## src/rtl/counter.sv

```systemverilog
// rtl/counter.sv - parameterised synchronous up/down counter with hold/clear commands
// Flags decode the registered count only, so no input reaches an output combinationally.
module counter #(
  parameter int WIDTH = 4
) (
  input  logic             clk,
  input  logic             rst,
  input  logic [1:0]       control,
  output logic [WIDTH-1:0] count_out,
  output logic             at_max,
  output logic             at_zero
);

  typedef enum logic [1:0] {
    CMD_HOLD  = 2'b00,
    CMD_INC   = 2'b01,
    CMD_DEC   = 2'b10,
    CMD_CLEAR = 2'b11
  } cmd_e;

  localparam logic [WIDTH-1:0] COUNT_MAX = {WIDTH{1'b1}};
  localparam logic [WIDTH-1:0] COUNT_ONE = WIDTH'(1);

  // Initial value gives the power-up count for parents that tie rst low.
  logic [WIDTH-1:0] count_q = '0;
  logic [WIDTH-1:0] count_d;

  always_comb begin
    count_d = count_q;
    case (cmd_e'(control))
      CMD_INC:   count_d = count_q + COUNT_ONE;
      CMD_DEC:   count_d = count_q - COUNT_ONE;
      CMD_CLEAR: count_d = '0;
      default:   count_d = count_q;
    endcase
  end

  always_ff @(posedge clk) begin
    if (rst) begin
      count_q <= '0;
    end else begin
      count_q <= count_d;
    end
  end

  assign count_out = count_q;
  assign at_max    = (count_q == COUNT_MAX);
  assign at_zero   = (count_q == '0);

endmodule

```

## config.mk

```make
export PLATFORM = sky130hd
export DESIGN_NAME = counter
export DESIGN_NICKNAME = d
export VERILOG_FILES = /design/src/rtl/counter.sv
export SDC_FILE = /design/constraint.sdc
export NUM_CORES = 1
export LEC_CHECK = 0
export CAP_MARGIN = 20
export CORE_AREA = 2 2 39 41
export DETAILED_ROUTE_END_ITERATION = 12
export DIE_AREA = 0 0 41 43
export PLACE_DENSITY_LB_ADDON = 0.2
export SYNTH_ARGS = -nofsm -noshare
export SYNTH_HDL_FRONTEND = slang
export SYNTH_SLANG_ARGS = --single-unit
```

## constraint.sdc

```tcl
create_clock -name clk -period 1.55 [get_ports clk]
set_clock_uncertainty 0.1 [all_clocks]
set_input_delay 0.31 -clock clk [delete_from_list [all_inputs] [get_ports clk]]
set_output_delay 0.31 -clock clk [all_outputs]
set_load 0.01 [all_outputs]
```

## Word-level counts from Yosys, hierarchy flattened

Cells that the tools add are included.

- Reductions and logical operators: 2
- $add $sub $neg: 2
- Multiplexer cells: 1
- Equality and inequality tests: 4

Operators with widths:

| operator | count |
|---|---|
| $pmux 4 s3 | 1 |
| $add 4x1->4 const B | 1 |
| $eq 2x2->1 const B | 2 |
| $eq 4x4->1 const B | 1 |
| $logic_not 4->1 | 1 |
| $sub 4x1->4 const B | 1 |
| $reduce_bool 3->1 | 1 |
| $eq 2x1->1 const B | 1 |

- Output and inout port bits: 6
- Bits of input ports: 4
- Logic and storage cells: 10
- Register bits: 4

## Logic depth before layout (Yosys ltp)

Gate-level depths: netlist (run 1).

- Word-level depth: 2
- Depth in mapped cells: 7
- Mapped depth without buffers: 6

## Least setup slack after synthesis (run 1)

No wires, ideal clock.

- Path type: input -> register
- Start point: input port control[1]
- End point: register count_q[2] (netlist: count_out[2])
- Data required time: 1329 ps
- Setup slack: -10 ps
- Buffers on the path: 1
- Data arrival time: 1339 ps
- Library setup time: 121 ps
- Cell stages on the path: 7
- Cell sequence: buf_6 -> nor2b_4 -> xor2_1 -> ha_1 -> nor2_1 -> a221oi_2 -> nor3_2

- Word-level cells in the longest chain between the ends: 2
- Elaborated cells between the ends (all ways): 5
- Classes of those cells: 3 x eq/ne; 1 x mux; 1 x reduce/logical

RTL lines:

| item | line | source |
|---|---|---|
| start, declared | 8 | `input logic [1:0] control,` |
| $eq 2x2->1 / $eq 2x1->1 (equally long branches) | 30 | `case (cmd_e'(control))` |
| $pmux 4 s3 / $reduce_bool 3->1 (equally long branches) | - |  |
| end signal, assigned | 42 | `count_q <= count_d;` |
| end, declared | 25 | `logic [WIDTH-1:0] count_q = '0;` |

Parallel ways exist; a longest one is shown, timed or not.
A chain may end at the register's enable or synchronous reset.

## Worst setup path after layout (run 1)

Same ends and word-level chain as after synthesis.

==> impl_results.md, run 1 <==
* Arr. time, crit path at 1.57 ns
* Routability congestion estimate at 0.767
* Final Hold Vio Count at 0
* Hold-fix buffers, CTS at 0
* Status: complete, no violations
* Grt ovf at 0
* RSZ-0062 raised after global routing: no
* Critical path required time at 1.60 ns
* Setup WS post-layout at 0.0218 ns
* Boundary pin count at 10
* H-tree Lvls at 1
* Final instance area at 478 um2
* Most used flip-flop cell after synthesis: dfxtp_1
* Ranking of synthesized cells by area: dfxtp_1, mux2i_1, a221oi_2, nor2b_4, a22oi_2
* CTS Buf Count at 3
* Setup bufs post-CTS at 0
* Cell Count, Final, Fillers Out at 63
* Worst slew pin tran at 0.231 ns
* Vias in the first global route at 286
* Clock Tree Buf Depth at 2
* Vias per cell at 4.68
* Yosys top cell area share at 0.282
* Setup WS pre-CTS at -0.477 ns
* Max-slew violation count at 0
* CP max FO at 2
* Initial antenna violation count at 0
* Placed cell areas at 445 um2
* DRC viols at 0
* Synth Cell Area at 284 um2
* Number of synthesized register bits at 4
* Worst Setup Start Kind: input port
* Total clock sinks at 4
* Max Fclk at 0.654 GHz
* Cell Pwr Density at 839 nW/um2
* Initial drt markers at 2
* Post-synth cell types at 23
* Port bufs at 9
* Core ar. at 1380 um2
* Area leader, netlist: dfxtp_1
* Setup-failing EPs final at 0
* Die W at 41 um
* Post-synth ARST share at 0
* Syn_nets at 33
* Setup TNS at 0 ns
* Number of flip-flops in the largest register at 4
* Area grow syn2layout at 68.3%
* Worst-Skew Late Latency at 0.23 ns
* Placed wire-length estimate at 612 um
* Avg Cell Area, Syn at 10.1 um2
* Fin crit share at 0.986
* Leakage power at 0.000225 uW
* # placed instances at 60
* Top post-synthesis cells by count: dfxtp_1, mux2i_1, nor2_1
* Clk root buf: clkbuf_4
* Final #Nets at 54
* Sequential area share after synthesis at 0.282
* CTS clk-pin slew, worst paths at 0.04 ns
* Post-Syn Instances at 28
* Largest net degree at the start of global routing at 8
* Final min period at 1.53 ns
* GRT Total Usage at 0.0995
* Share of post-route cells with drive strength above 1 at 0.447
* Total power draw at 401 uW
* TritonRoute pass-1 iters at 2
* Cell row count at 14
* HP Class: reg2reg
* Relative slew slack at 0.845
* Global-route wire length before repair at 1200 um
* Detail Route Antenna Nets at 0
* DIE AREA at 1760 um2
* Number of flops mapped to enable cells by yosys at 0
* TritonCTS clock tree: done
* WL/cell at 11.3 um
* Die height at 43 um
* Critical path capture point type: flop
* Starting Density at 0.205
* Maxcap violations at 0
* Peak supply drop at 0.405 mV
* Final wirelength at 711 um
* Most frequent cell after synthesis: dfxtp_1
* Number of diodes at 0
* WS Path Type: in2reg
* Routed via count at 295
* Ys Warns at 0
through the flow:
step	util	hold WS, ns
6_report	0.345	0.502
3_5_place_dp	0.322	0.508
4_1_cts	0.335	0.512
3_3_place_gp	0.322	0.483
5_1_grt	0.345	0.552
2_1_floorplan	-	0.279
path summary, 6_finish.rpt:
| kind | from | endpoint | slack, ns | cells past startpoint |
|---|---|---|---|---|
| max | control[1] | count_out[2]$_SDFFE_PP0P_ | 0.02 | 7 |
| min | count_out[3]$_SDFFE_PP0P_ | count_out[3]$_SDFFE_PP0P_ | 0.50 | 3 |
| max reg2reg | count_out[1]$_SDFFE_PP0P_ | count_out[2]$_SDFFE_PP0P_ | 0.07 | 6 |
| min reg2reg | count_out[3]$_SDFFE_PP0P_ | count_out[3]$_SDFFE_PP0P_ | 0.50 | 3 |
cell type report:
type                       instances  area, um2
fill                             149        906
multi-input combinational         22        209
timing repair buffer              17        141
sequential                         4       81.3
clock buffer                       3       22.5
tap                               16       20.0
inverter                           1       3.75
cells by family after synthesis:
logic type,synth area share
xor+xnor,0.0308
simple gates,0.251
buf+inv,0.0528
fa+ha+maj,0.0440
mux,0.0705
flops,0.282
compound gates,0.269
critical path: stages:
cell and delay, ns:
dlygate4sd2_1 0.25, nor2b_4 0.14, xor2_2 0.18, ha_4 0.16, buf_4 0.13, o221a_2 0.27
nor3_2 0.13
power breakdown:
part	switching (uW)	leakage, uW	internal (uW)
logic	70.6	0.000178	82.6
registers	7.48	0.0000335	115
clock network	38.7	0.0000138	86.4
total	117	0.000225	284
layer usage:
layer  share of wire  vias to the layer above  wire length [um]  global-route usage
met4               0                        0                 0              0.0600
li1                -                      147                 -                   -
met3           0.028                        0                20              0.0157
met5               0                        -                 0                   0
met1            0.43                      145               305               0.132
met2            0.54                        3               385               0.144
placed cells by master, fill, tap and decap left out, drive strengths merged:
master         n
a21oi          1
a221oi         1
a22oi          1
a2bb2oi        1
a31o           1
and2b          1
and4           1
buf            8
clkbuf         4
clkdlybuf4s15  1
clkdlybuf4s50  1
dfxtp          4
dlygate4sd2    6
ha             1
inv            1
mux2i          2
nand2          1
nand2b         1
nor2           2
nor2b          1
nor3           2
nor4           1
o21ai          1
o221a          1
o311a          1
xor2           1
what timing repair did:
| action | 4_1_cts | 5_1_grt |
|---|---|---|
| pin swaps | 3 | 2 |
| endpoints found under the hold margin | 0 | 0 |
| endpoints found under the setup margin | 8 | 2 |
| resized for setup | 11 | 5 |
Note: power is estimated with default switching activity, not from simulation.
==> inputs of run 2 (changes only) <==
--- a/config.mk
+++ b/config.mk
@@ -9,6 +9,7 @@
 export CORE_AREA = 2 2 39 41
 export DETAILED_ROUTE_END_ITERATION = 12
 export DIE_AREA = 0 0 41 43
+export GPL_ROUTABILITY_DRIVEN = 0
 export PLACE_DENSITY_LB_ADDON = 0.2
 export SYNTH_ARGS = -nofsm -noshare
 export SYNTH_HDL_FRONTEND = slang
==> results of run 2 <==
Same layout as run 1: the final DEF is identical, and so are final timing and power.
